`src/rtl/mat2x2_inv_seq_pkg.sv`:
```
// rtl/mat2x2_inv_seq_pkg.sv - shared constants, FSM states and quotient saturation for mat2x2_inv_seq
package mat_pkg;

   localparam int W    = 16;
   localparam int FRAC = 8;
   localparam int NUMW = W + 1 + 2 * FRAC;
   localparam int DENW = 2 * W + 1;
   localparam int MAXP = 2 ** (W - 1) - 1;

   typedef enum logic [2:0] {
      IDLE,
      DET,
      LOAD,
      DIV,
      DONE
   } state_t;

   // Magnitude quotient plus sign to a saturated W-bit two's complement value.
   function automatic logic [W-1:0] sat_w(input logic [NUMW-1:0] mag, input logic neg);
      logic [W-1:0] res;
      if (mag == '0) begin
         res = '0;
      end else if (!neg) begin
         res = (mag > NUMW'(MAXP)) ? W'(MAXP) : W'(mag);
      end else begin
         res = (mag > NUMW'(MAXP + 1)) ? {1'b1, {(W-1){1'b0}}} : W'(-mag);
      end
      return res;
   endfunction

endpackage

```
`src/rtl/mat2x2_inv_seq_if.sv`:
```
// rtl/mat2x2_inv_seq_if.sv - matrix in / inverse out handshake bundle
interface mat2x2_inv_seq_if #(parameter int W = mat_pkg::W);

   logic         in_valid;
   logic         in_ready;
   logic [W-1:0] B0, B1, B2, B3;
   logic         out_valid;
   logic         out_ready;
   logic [W-1:0] R0, R1, R2, R3;
   logic         singular;
   logic         busy;

   modport master (
      output in_valid, B0, B1, B2, B3, out_ready,
      input  in_ready, out_valid, R0, R1, R2, R3, singular, busy
   );

   modport slave (
      input  in_valid, B0, B1, B2, B3, out_ready,
      output in_ready, out_valid, R0, R1, R2, R3, singular, busy
   );

endinterface

```
`src/rtl/mat2x2_inv_seq_udiv.sv`:
```
// rtl/mat2x2_inv_seq_udiv.sv - unsigned restoring divider, one quotient bit per cycle
module seq_udiv #(
   parameter int NUMW = 33,
   parameter int DENW = 33
) (
   input  logic            clk,
   input  logic            rst,
   input  logic            start,
   input  logic [NUMW-1:0] dividend,
   input  logic [DENW-1:0] divisor,
   output logic            done,
   output logic [NUMW-1:0] quotient
);

   localparam int CW = $clog2(NUMW);

   logic [DENW-1:0] rem_q, rem_d, dsr_q, dsr_d, rem_step;
   logic [NUMW-1:0] num_q, num_d, quo_q, quo_d, quo_step;
   logic [CW-1:0]   cnt_q, cnt_d;
   logic            act_q, act_d;
   logic [DENW:0]   trial, diff;
   logic            ge, unused_rem_msb;

   always_comb begin
      trial    = {rem_q, num_q[NUMW-1]};
      diff     = trial - {1'b0, dsr_q};
      ge       = trial >= {1'b0, dsr_q};
      // Remainder stays below the divisor, so the top bit is always zero.
      {unused_rem_msb, rem_step} = ge ? diff : trial;
      quo_step = {quo_q[NUMW-2:0], ge};

      rem_d = rem_q;
      dsr_d = dsr_q;
      num_d = num_q;
      quo_d = quo_q;
      cnt_d = cnt_q;
      act_d = act_q;
      if (start) begin
         rem_d = '0;
         dsr_d = divisor;
         num_d = dividend;
         quo_d = '0;
         cnt_d = '0;
         act_d = 1'b1;
      end else if (act_q) begin
         rem_d = rem_step;
         num_d = num_q << 1;
         quo_d = quo_step;
         cnt_d = cnt_q + 1'b1;
         if (cnt_q == CW'(NUMW - 1)) act_d = 1'b0;
      end
   end

   assign done     = act_q && (cnt_q == CW'(NUMW - 1));
   assign quotient = quo_step;

   always_ff @(posedge clk) begin
      if (rst) begin
         rem_q <= '0;
         dsr_q <= '0;
         num_q <= '0;
         quo_q <= '0;
         cnt_q <= '0;
         act_q <= 1'b0;
      end else begin
         rem_q <= rem_d;
         dsr_q <= dsr_d;
         num_q <= num_d;
         quo_q <= quo_d;
         cnt_q <= cnt_d;
         act_q <= act_d;
      end
   end

endmodule

```
`src/rtl/mat2x2_inv_seq.sv`:
```
// rtl/mat2x2_inv_seq.sv - sequential 2x2 fixed-point matrix inverter with shared serial divider
module mat2x2_inv_seq
   import mat_pkg::*;
(
   input  logic              clk,
   input  logic              rst,
   mat2x2_inv_seq_if.slave   bus
);

   state_t state_q, state_d;

   logic signed [W-1:0] b_q [4];
   logic signed [W-1:0] b_d [4];
   logic [W-1:0]        r_q [4];
   logic [W-1:0]        r_d [4];
   logic signed [2*W:0] det_q, det_d, det_c;
   logic [1:0]          k_q, k_d;
   logic                sing_q, sing_d;
   logic                sign_q, sign_d;

   logic signed [W:0]   adj;
   logic [W:0]          abs_adj;
   logic [DENW-1:0]     abs_det;
   logic [NUMW-1:0]     div_num, div_quot;
   logic                div_start, div_done;

   always_comb begin
      det_c = (2*W+1)'($signed(b_q[0])) * (2*W+1)'($signed(b_q[3]))
            - (2*W+1)'($signed(b_q[1])) * (2*W+1)'($signed(b_q[2]));
      // Adjugate numerators are W+1 bits wide so that negating -2^(W-1) cannot overflow.
      case (k_q)
         2'd0:    adj = (W+1)'($signed(b_q[3]));
         2'd1:    adj = -((W+1)'($signed(b_q[1])));
         2'd2:    adj = -((W+1)'($signed(b_q[2])));
         default: adj = (W+1)'($signed(b_q[0]));
      endcase
      abs_adj = adj[W] ? -adj : adj;
      abs_det = det_q[2*W] ? -det_q : det_q;
      div_num = {abs_adj, {(2*FRAC){1'b0}}};
   end

   seq_udiv #(.NUMW(NUMW), .DENW(DENW)) u_div (
      .clk      (clk),
      .rst      (rst),
      .start    (div_start),
      .dividend (div_num),
      .divisor  (abs_det),
      .done     (div_done),
      .quotient (div_quot)
   );

   always_ff @(posedge clk) begin
      if (rst) state_q <= IDLE;
      else     state_q <= state_d;
   end

   always_comb begin
      state_d = state_q;
      case (state_q)
         IDLE: if (bus.in_valid) state_d = DET;
         DET:  state_d = (det_c == '0) ? DONE : LOAD;
         LOAD: state_d = DIV;
         DIV:  if (div_done) state_d = (k_q == 2'd3) ? DONE : LOAD;
         DONE: if (bus.out_ready) state_d = IDLE;
         default: state_d = IDLE;
      endcase
   end

   always_comb begin
      bus.in_ready  = (state_q == IDLE);
      bus.out_valid = (state_q == DONE);
      bus.busy      = (state_q != IDLE);
      bus.singular  = sing_q;
      bus.R0        = r_q[0];
      bus.R1        = r_q[1];
      bus.R2        = r_q[2];
      bus.R3        = r_q[3];
      div_start     = (state_q == LOAD);
   end

   always_comb begin
      b_d    = b_q;
      r_d    = r_q;
      det_d  = det_q;
      k_d    = k_q;
      sing_d = sing_q;
      sign_d = sign_q;
      case (state_q)
         IDLE: begin
            if (bus.in_valid) begin
               b_d[0] = bus.B0;
               b_d[1] = bus.B1;
               b_d[2] = bus.B2;
               b_d[3] = bus.B3;
            end
         end
         DET: begin
            det_d  = det_c;
            k_d    = 2'd0;
            sing_d = (det_c == '0);
            if (det_c == '0) begin
               for (int i = 0; i < 4; i++) r_d[i] = '0;
            end
         end
         LOAD: sign_d = adj[W] ^ det_q[2*W];
         DIV: begin
            if (div_done) begin
               r_d[k_q] = sat_w(div_quot, sign_q);
               k_d      = k_q + 2'd1;
            end
         end
         default: ;
      endcase
   end

   always_ff @(posedge clk) begin
      if (rst) begin
         for (int i = 0; i < 4; i++) begin
            b_q[i] <= '0;
            r_q[i] <= '0;
         end
         det_q  <= '0;
         k_q    <= 2'd0;
         sing_q <= 1'b0;
         sign_q <= 1'b0;
      end else begin
         b_q    <= b_d;
         r_q    <= r_d;
         det_q  <= det_d;
         k_q    <= k_d;
         sing_q <= sing_d;
         sign_q <= sign_d;
      end
   end

endmodule

```
`src/flat_wrapper.sv`:
```
// flat-port wrapper written by rule: the top's interface ports become plain ports
module mat2x2_inv_seq_flat import mat_pkg::*;
  (clk, rst, bus_in_valid, bus_B0, bus_B1, bus_B2, bus_B3, bus_out_ready, bus_in_ready, bus_out_valid, bus_R0, bus_R1, bus_R2, bus_R3, bus_singular, bus_busy);
  mat2x2_inv_seq_if bus_i ();
  input  logic clk;
  input  logic rst;
  input wire logic [$bits(bus_i.in_valid)-1:0] bus_in_valid;
  input wire logic [$bits(bus_i.B0)-1:0] bus_B0;
  input wire logic [$bits(bus_i.B1)-1:0] bus_B1;
  input wire logic [$bits(bus_i.B2)-1:0] bus_B2;
  input wire logic [$bits(bus_i.B3)-1:0] bus_B3;
  input wire logic [$bits(bus_i.out_ready)-1:0] bus_out_ready;
  output wire logic [$bits(bus_i.in_ready)-1:0] bus_in_ready;
  output wire logic [$bits(bus_i.out_valid)-1:0] bus_out_valid;
  output wire logic [$bits(bus_i.R0)-1:0] bus_R0;
  output wire logic [$bits(bus_i.R1)-1:0] bus_R1;
  output wire logic [$bits(bus_i.R2)-1:0] bus_R2;
  output wire logic [$bits(bus_i.R3)-1:0] bus_R3;
  output wire logic [$bits(bus_i.singular)-1:0] bus_singular;
  output wire logic [$bits(bus_i.busy)-1:0] bus_busy;
  assign bus_i.in_valid = bus_in_valid;
  assign bus_i.B0 = bus_B0;
  assign bus_i.B1 = bus_B1;
  assign bus_i.B2 = bus_B2;
  assign bus_i.B3 = bus_B3;
  assign bus_i.out_ready = bus_out_ready;
  assign bus_in_ready = bus_i.in_ready;
  assign bus_out_valid = bus_i.out_valid;
  assign bus_R0 = bus_i.R0;
  assign bus_R1 = bus_i.R1;
  assign bus_R2 = bus_i.R2;
  assign bus_R3 = bus_i.R3;
  assign bus_singular = bus_i.singular;
  assign bus_busy = bus_i.busy;
  mat2x2_inv_seq u_core (.clk(clk), .rst(rst), .bus(bus_i));
endmodule
```
`config.mk`:
```
export PLATFORM = sky130hd
export DESIGN_NAME = mat2x2_inv_seq_flat
export DESIGN_NICKNAME = d
export VERILOG_FILES = /design/src/rtl/mat2x2_inv_seq_pkg.sv /design/src/rtl/mat2x2_inv_seq_if.sv /design/src/rtl/mat2x2_inv_seq_udiv.sv /design/src/rtl/mat2x2_inv_seq.sv /design/src/flat_wrapper.sv
export SDC_FILE = /design/constraint.sdc
export NUM_CORES = 2
export LEC_CHECK = 0
export ABC_CLOCK_PERIOD_IN_PS = 22700
export CAP_MARGIN = 20
export CORE_UTILIZATION = 37
export CTS_BUF_LIST = sky130_fd_sc_hd__clkbuf_2
export CTS_CLUSTER_SIZE = 16
export DETAILED_ROUTE_END_ITERATION = 8
export GPL_TIMING_DRIVEN = 0
export SETUP_SLACK_MARGIN = 0.2
export SYNTH_ARGS = -nofsm -noshare
export SYNTH_HDL_FRONTEND = slang
export SYNTH_SLANG_ARGS = --single-unit
```
`constraint.sdc`:
```
create_clock -name clk -period 22.7 [get_ports clk]
set_clock_uncertainty 0.15 [all_clocks]
set_input_delay 2.27 -clock clk [delete_from_list [all_inputs] [get_ports clk]]
set_output_delay 2.27 -clock clk [all_outputs]
set_load 0.01 [all_outputs]
```
-- Yosys cells after proc, flatten, opt, wreduce, memory -nomap -nowiden
Cells that the tools add are included.
- add/sub/neg operators: 9
- $mul: 2
- div/mod/pow operators: 0
- magnitude comparators: 5
- equal/unequal tests: 12
- shift operators: 0
- mux-type cells: 29
- bitwise logic cells: 2
- reductions and logical operators: 14
- operators with widths (operator ; number):
    two-way mux 33 bit ; 4
    two-way mux 64 bit ; 2
    one-hot mux 64 bit (2 select lines) ; 1
    two-way mux 16 bit ; 7
    zero test 33 bit ; 2
    subtractor 33 bit ; 2
    bitwise mux 64 bit ; 1
    multiplier 16 x 16 -> 32 bit ; 2
    one-hot mux 17 bit (3 select lines) ; 1
    greater-or-equal comparator 34 x 33 -> 1 bit ; 1
    negation 16 -> 17 bit ; 2
    greater-than comparator 33 x 15 -> 1 bit (second input constant) ; 1
    greater-than comparator 33 x 16 -> 1 bit (second input constant) ; 1
    negation 33 bit ; 1
    demux 16 bit (select 2 bit) ; 1
    two-way mux 17 bit ; 1
    negation 17 bit ; 1
    negation 16 bit ; 1
    two-way mux 3 bit ; 5
    one-hot mux 3 bit (5 select lines) ; 1
    adder 6 x 1 -> 6 bit (second input constant) ; 1
    equality test 3 x 2 -> 1 bit (second input constant) ; 2
    equality test 6 bit (second input constant) ; 1
    AND reduction 3 bit ; 2
    21 further kinds ; 29
- bits in registers: 290
- bits in latches: 0
- memory bits (writable): 0
- ROM bits: 0
- input bits: 68
- logic and storage cells: 92
- memories kept: 0

-- Depth between registers and ports, before layout
- depth in word-level cells: 10
- depth in mapped cells: 41
- gate-level depth less buffers: 37

-- Modules after synthesis
A second synthesis with hierarchy kept.
- cells, all modules: 4154
- area total of the unflattened synthesis: 36557.6 µm²
- modules (own cells, without submodules) (module ; times used ; cells an instance ; area an instance (µm²) ; seq. area each (µm²)):
    mat2x2_inv_seq ; 1 ; 3290 ; 29254.3 ; 3363.2
    seq_udiv ; 1 ; 864 ; 7303.3 ; 2762.6

-- Least setup slack after synthesis
No wires, ideal clock.
- kind: register to register
- start point: register u_core.b_q[60] (netlist bit)
- end point: register u_core.r_q, in the netlist u_core.bus.R2[0]
- library setup time: 121 ps
- arrival: 9099 ps
- data required time: 22429 ps
- slack: 13330 ps
- cell stages (with the launch flop): 34
- cells stage by stage: dfxtp_1 > clkbuf_1 > clkbuf_1 > nand2_1 > fa_1 > fa_1 > fa_1 > fa_1 > fa_1 > fa_1 > inv_1 > ha_1 > a21oi_1 > nor3b_1 > o211ai_1 > nand2_1 > o21ai_0 > o41ai_1 > nor2_1 > o31ai_1 > nor2b_1 > xnor2_1 > ha_1 > a21oi_1 > o211ai_1 > a21o_1 > a31o_2 > a21o_1 > or3_1 > a211o_1 > nor4_1 > nand4_4 > nand2_4 > mux2_2
- longest elaborated chain between the ends: 5
- ends and longest elaborated chain (element ; line ; RTL):
    start: declaration ; mat2x2_inv_seq.sv:12 ; logic signed [W-1:0] b_q [4];
    start signal: indexed assignment ; mat2x2_inv_seq.sv:119 ; b_q[i] <= '0;
    start signal: assignment ; mat2x2_inv_seq.sv:127 ; b_q <= b_d;
    multiplier 16 x 16 -> 32 bit ; mat2x2_inv_seq.sv:28 ; det_c = (2*W+1)'($signed(b_q[0])) * (2*W+1)'($signed(b_q[3]))
    subtractor 33 bit ; mat2x2_inv_seq.sv:29 ; - (2*W+1)'($signed(b_q[1])) * (2*W+1)'($signed(b_q[2]));
    zero test 33 bit ; mat2x2_inv_seq.sv:101 ; if (det_c == '0) begin
    inequality test 2 x 1 -> 1 bit (no line) ; - ;
    AND reduction 3 bit (no line) ; - ;
    end signal: assignment ; mat2x2_inv_seq.sv:128 ; r_q <= r_d;
    end: declaration ; mat2x2_inv_seq.sv:14 ; logic [W-1:0] r_q [4];
Every way passes these cells.
A chain may end at the register's enable or synchronous reset.

-- Final worst setup path
- start point: register u_core.b_q[57] (netlist bit)
- end point: register u_core.r_q, in the netlist u_core.bus.R2[9]
The elaborated chain is that of the path after synthesis.

==> summary.txt <==
Layout
  – Share of cells above drive strength 1: about 3.8%
  – Finished Layout Cells: between 5k and 6k
  – Nets: about 5.3k
  – Layout Area Growth over Synthesis: 9.87%
  – Fillers: 9,952

Timing
  – Final setup viols: 0
  – Crit share post-route: a little over half
  – Top achievable clock speed: slightly above 0.08 GHz
  – Worst Tran Pin Value: 1030 ps
  – Final Hold Vio Count: 0
  – Final Critical Period: 12,200 ps
  – Final Slew Violations: 0
  – Setup_tns: 0 ps
  – Worst relative slew slack: approximately 30%
  – Unrepaired setup endpoints after global routing: false

Clocking
  – Clock Latency Late Sink: 1120 ps
  – H-tree Lvls: 3
  – CTS-repair resized insts: 0
  – # Post-CTS Setup Buffers: 0
  – Total CTS buffers: 76
  – CTS max path bufs: 3
  – CTS tree: built
  – CTS Sinks: between 200 and 300
  – Post-cts hold buffer count: 0
  – CTS root buf: clkbuf_2
  – Clock transition at path regs: approximately 90 ps

Yosys
  – Top FF cell, synth: dfxtp_1
  – Synth area leaders: fa_1 (29%), dfxtp_1 (16%), ha_1 (8.3%)
  – Main combinational cell family by area after synthesis: adder cells
  – Post-Synth Adder-Cell Area: 37.3%
  – Area share of the leading cell type in the synthesized netlist: between 20% and 30%
  – Synthesized instance count: ~4.3k
  – Synth warn: 0
  – Netlist Area Pre-Place: 0.0363 mm^2
  – Post-Synth Simple-Gate Area: 18.7%
  – Top post-synthesis cells by count: nand2_1 (706), inv_1 (534), fa_1 (526), dfxtp_1 (290), a21oi_1 (265)
  – Most numerous cell in the Yosys netlist: nand2_1
  – Post-Synth XOR/XNOR Area: between 4 and 5%
  – Area leader, netlist: fa_1
  – Count of different cell masters after synthesis: 88
  – Post-synthesis mux area share: ~3.0%
  – Seq/Total Area, Yosys: about 16%
  – Synth Area in Compound Gates: 12.2%
  – Post-Syn Nets: 5,130
  – Post-synth EDFFs: 0
  – Synth Register Bits: slightly below 300
  – Asr flop ratio synth: 0%
  – Syn_area_per_cell: 8.46 um^2

Worst setup path
  – RR Startpoint: u_core.b_q[57]$_SDFFE_PP0P_
  – Worst R2R Setup Slack: around 11,000 ps
  – Cell mode on critical path: fa_1
  – Crit Path Max Fanout: 10
  – CP startpoint: u_core.b_q[57]$_SDFFE_PP0P_
  – Critical Path RT: roughly 24,000 ps
  – Max incr delay on CP: approximately 890 ps
  – Arrival time at the worst endpoint: 13,070 ps
  – R2R depth: 34
  – Crit start category: flop
  – Crit end category: flop
  – RR Endpoint: u_core.bus.R2[9]$_SDFFE_PP0P_
  – Crit path to: u_core.bus.R2[9]$_SDFFE_PP0P_
  – Worst Path Class, Setup: flop to flop
  – Slowest cell on crit path: nor4_1

Route
  – DRT Pass-1 Iters: 9
  – Drt wl/cell: between 15 and 20 um
  – Final ANT Viol Nets: 0
  – Number of remaining DRC errors: 2
  – DR iter-0 viols: between 1.5k and 2k
  – Drt total wl: between 100 and 150 mm
  – Routed vias: slightly above 30k
  – Via/cell ratio: approximately 5.2

Worst hold path
  – Worst hold-check path type: flop to flop

Pwr
  – P_leak: approximately 15 nW
  – VDD IR max: about 60 uV
  – PwrDens: 62.5 mW/mm^2

Placement
  – HPWL after detailed placement: approximately 88 mm
  – Placed Instances: approximately 5.7k
  – IO Port Bufs: between 100 and 150
  – Gpl congestion: 0.934

Global route
  – Number of global-route vias before repair: just over 30k
  – Initial antenna violation count: 3
  – GRT Util Overall: 22.3%
  – Global-route wire length before repair: 172 mm
  – Total grt overflow: 0
  – Largest net degree at the start of global routing: 14

Outcome
  – Failing checks: design-rule violations
  – Status: finished, violations left

Floorplan
  – Starting Density: 37.5%
  – Row count: 114
  – Die area: between 0.09 and 0.1 mm^2
  – Chip width: approximately 320 um
  – Std-Cell Core Area: approximately 0.097 mm^2
  – IO Count: 136
  – Die height: about 320 um

Run
  – Max-cap violations: 0
==> kinds of logic (layout without fill, tap and decap cells) <==
| family | count (synthesis) | count (layout) |
|---|---|---|
| adder cells (fa/ha/maj) | 767 | 767 |
| flip-flops | 290 | 290 |
| AO/OA/AOI/OAI | 693 | 693 |
| AND/OR/NAND/NOR | 1464 | 1464 |
| buffers and inverters | 782 | 1042 |
| XOR/XNOR | 191 | 191 |
| other | 0 | 2 |
| multiplexers | 108 | 108 |
==> worst min path at each step <==
stage	cells after the start	slack, ps	to	start
floorplan	2	280	u_core.u_div.dsr_q[15]$_SDFFE_PP0P_	u_core.u_div.dsr_q[15]$_SDFFE_PP0P_
global route	2	330	u_core.bus.R0[8]$_SDFFE_PP0P_	u_core.bus.R0[8]$_SDFFE_PP0P_
CTS	2	270	u_core.u_div.num_q[23]$_SDFFE_PP0P_	u_core.u_div.num_q[22]$_SDFFE_PP0P_
finish	2	300	u_core.u_div.num_q[23]$_SDFFE_PP0P_	u_core.u_div.num_q[22]$_SDFFE_PP0P_
global placement	2	290	u_core.u_div.dsr_q[15]$_SDFFE_PP0P_	u_core.u_div.dsr_q[15]$_SDFFE_PP0P_
detailed placement	2	300	u_core.bus.R0[14]$_SDFFE_PP0P_	u_core.bus.R0[14]$_SDFFE_PP0P_
==> layout make-up <==
cell class              instances  area, um^2  area share (%)
flip-flops and latches        290        5810            14.5
diodes                          2        5.00          0.0125
plain buffers                 244         955            2.39
inverters                     538        2020            5.06
well taps                    1276        1600            4.00
multi-input cells            3223       27600            69.0
repair buffers                136        1350            3.39
clock inverters                19         106           0.266
clock buffers                 105         526            1.32
==> worst max-delay path: cells and delay by family, from the launching register on <==
| family | cells | cell delay [ps] |
|---|---|---|
| compound gates | 11 | 3280 |
| flops | 1 | 340 |
| mux | 1 | 190 |
| buf+inv | 4 | 1440 |
| xor+xnor | 2 | 480 |
| simple gates | 8 | 2490 |
| fa+ha+maj | 8 | 3770 |
==> sequential cells by signal, indices dropped and copies added, names as in the netlist <==
name	flops
u_core.bus.R3	16
u_core.det_q	33
u_core.u_div.dsr_q	33
u_core.k_q	2
u_core.bus.R2	16
u_core.bus.singular	1
u_core.b_q	64
u_core.u_div.quo_q	32
u_core.bus.R0	16
u_core.u_div.act_q	1
u_core.sign_q	1
u_core.bus.R1	16
u_core.u_div.rem_q	33
u_core.u_div.cnt_q	6
u_core.u_div.num_q	17
u_core.state_q	3
==> layer usage <==
| layer | global-route usage (%) | vias up | part of all wire (%) |
|---|---|---|---|
| li1 | - | 14400 | - |
| met3 | 4.11 | 213 | 6.7 |
| met5 | 0 | - | 0.012 |
| met4 | 8.18 | 2 | 3.7 |
| met2 | 35.2 | 954 | 45 |
| met1 | 30.4 | 14600 | 45 |
==> stage by stage <==
stage               power, W  cell area, um^2  utilization (%)  hold slack, ps  setup WS [ps]
floorplan            0.00167            36300                -             282          13330
global placement     0.00211            39300             40.5             294          10840
finish               0.00250            39900             41.2             304          10500
global route         0.00270            39900             41.2             331           9940
CTS                  0.00248            39900             41.2             270          10800
detailed placement   0.00211            39300             40.5             299          10790
==> power by group <==
group	internal (W)	total [W]	switching, W
clock	0.000127	0.000364	0.000236
combinational	0.000545	0.00154	0.000995
sequential	0.000550	0.000592	0.0000421
total	0.00122	0.00250	0.00127
==> cell usage in the layout (no fill, tap or decap), types with 37 or more instances in the layout <==
cell	synthesis	layout
nand2_1	706	706
inv_1	534	534
fa_1	526	526
dfxtp_1	290	290
a21oi_1	265	265
nor2_1	255	255
ha_1	241	241
clkbuf_1	211	211
and2_1	174	174
clkdlybuf4s50_1	0	134
o21ai_0	109	109
xnor2_1	106	106
clkbuf_2	0	105
mux2i_1	96	96
xor2_1	85	85
a211oi_1	66	66
nor3_1	59	59
nand2b_1	45	45
a21o_1	41	41
nor2b_1	37	37
(Power assumes the default switching activity.)
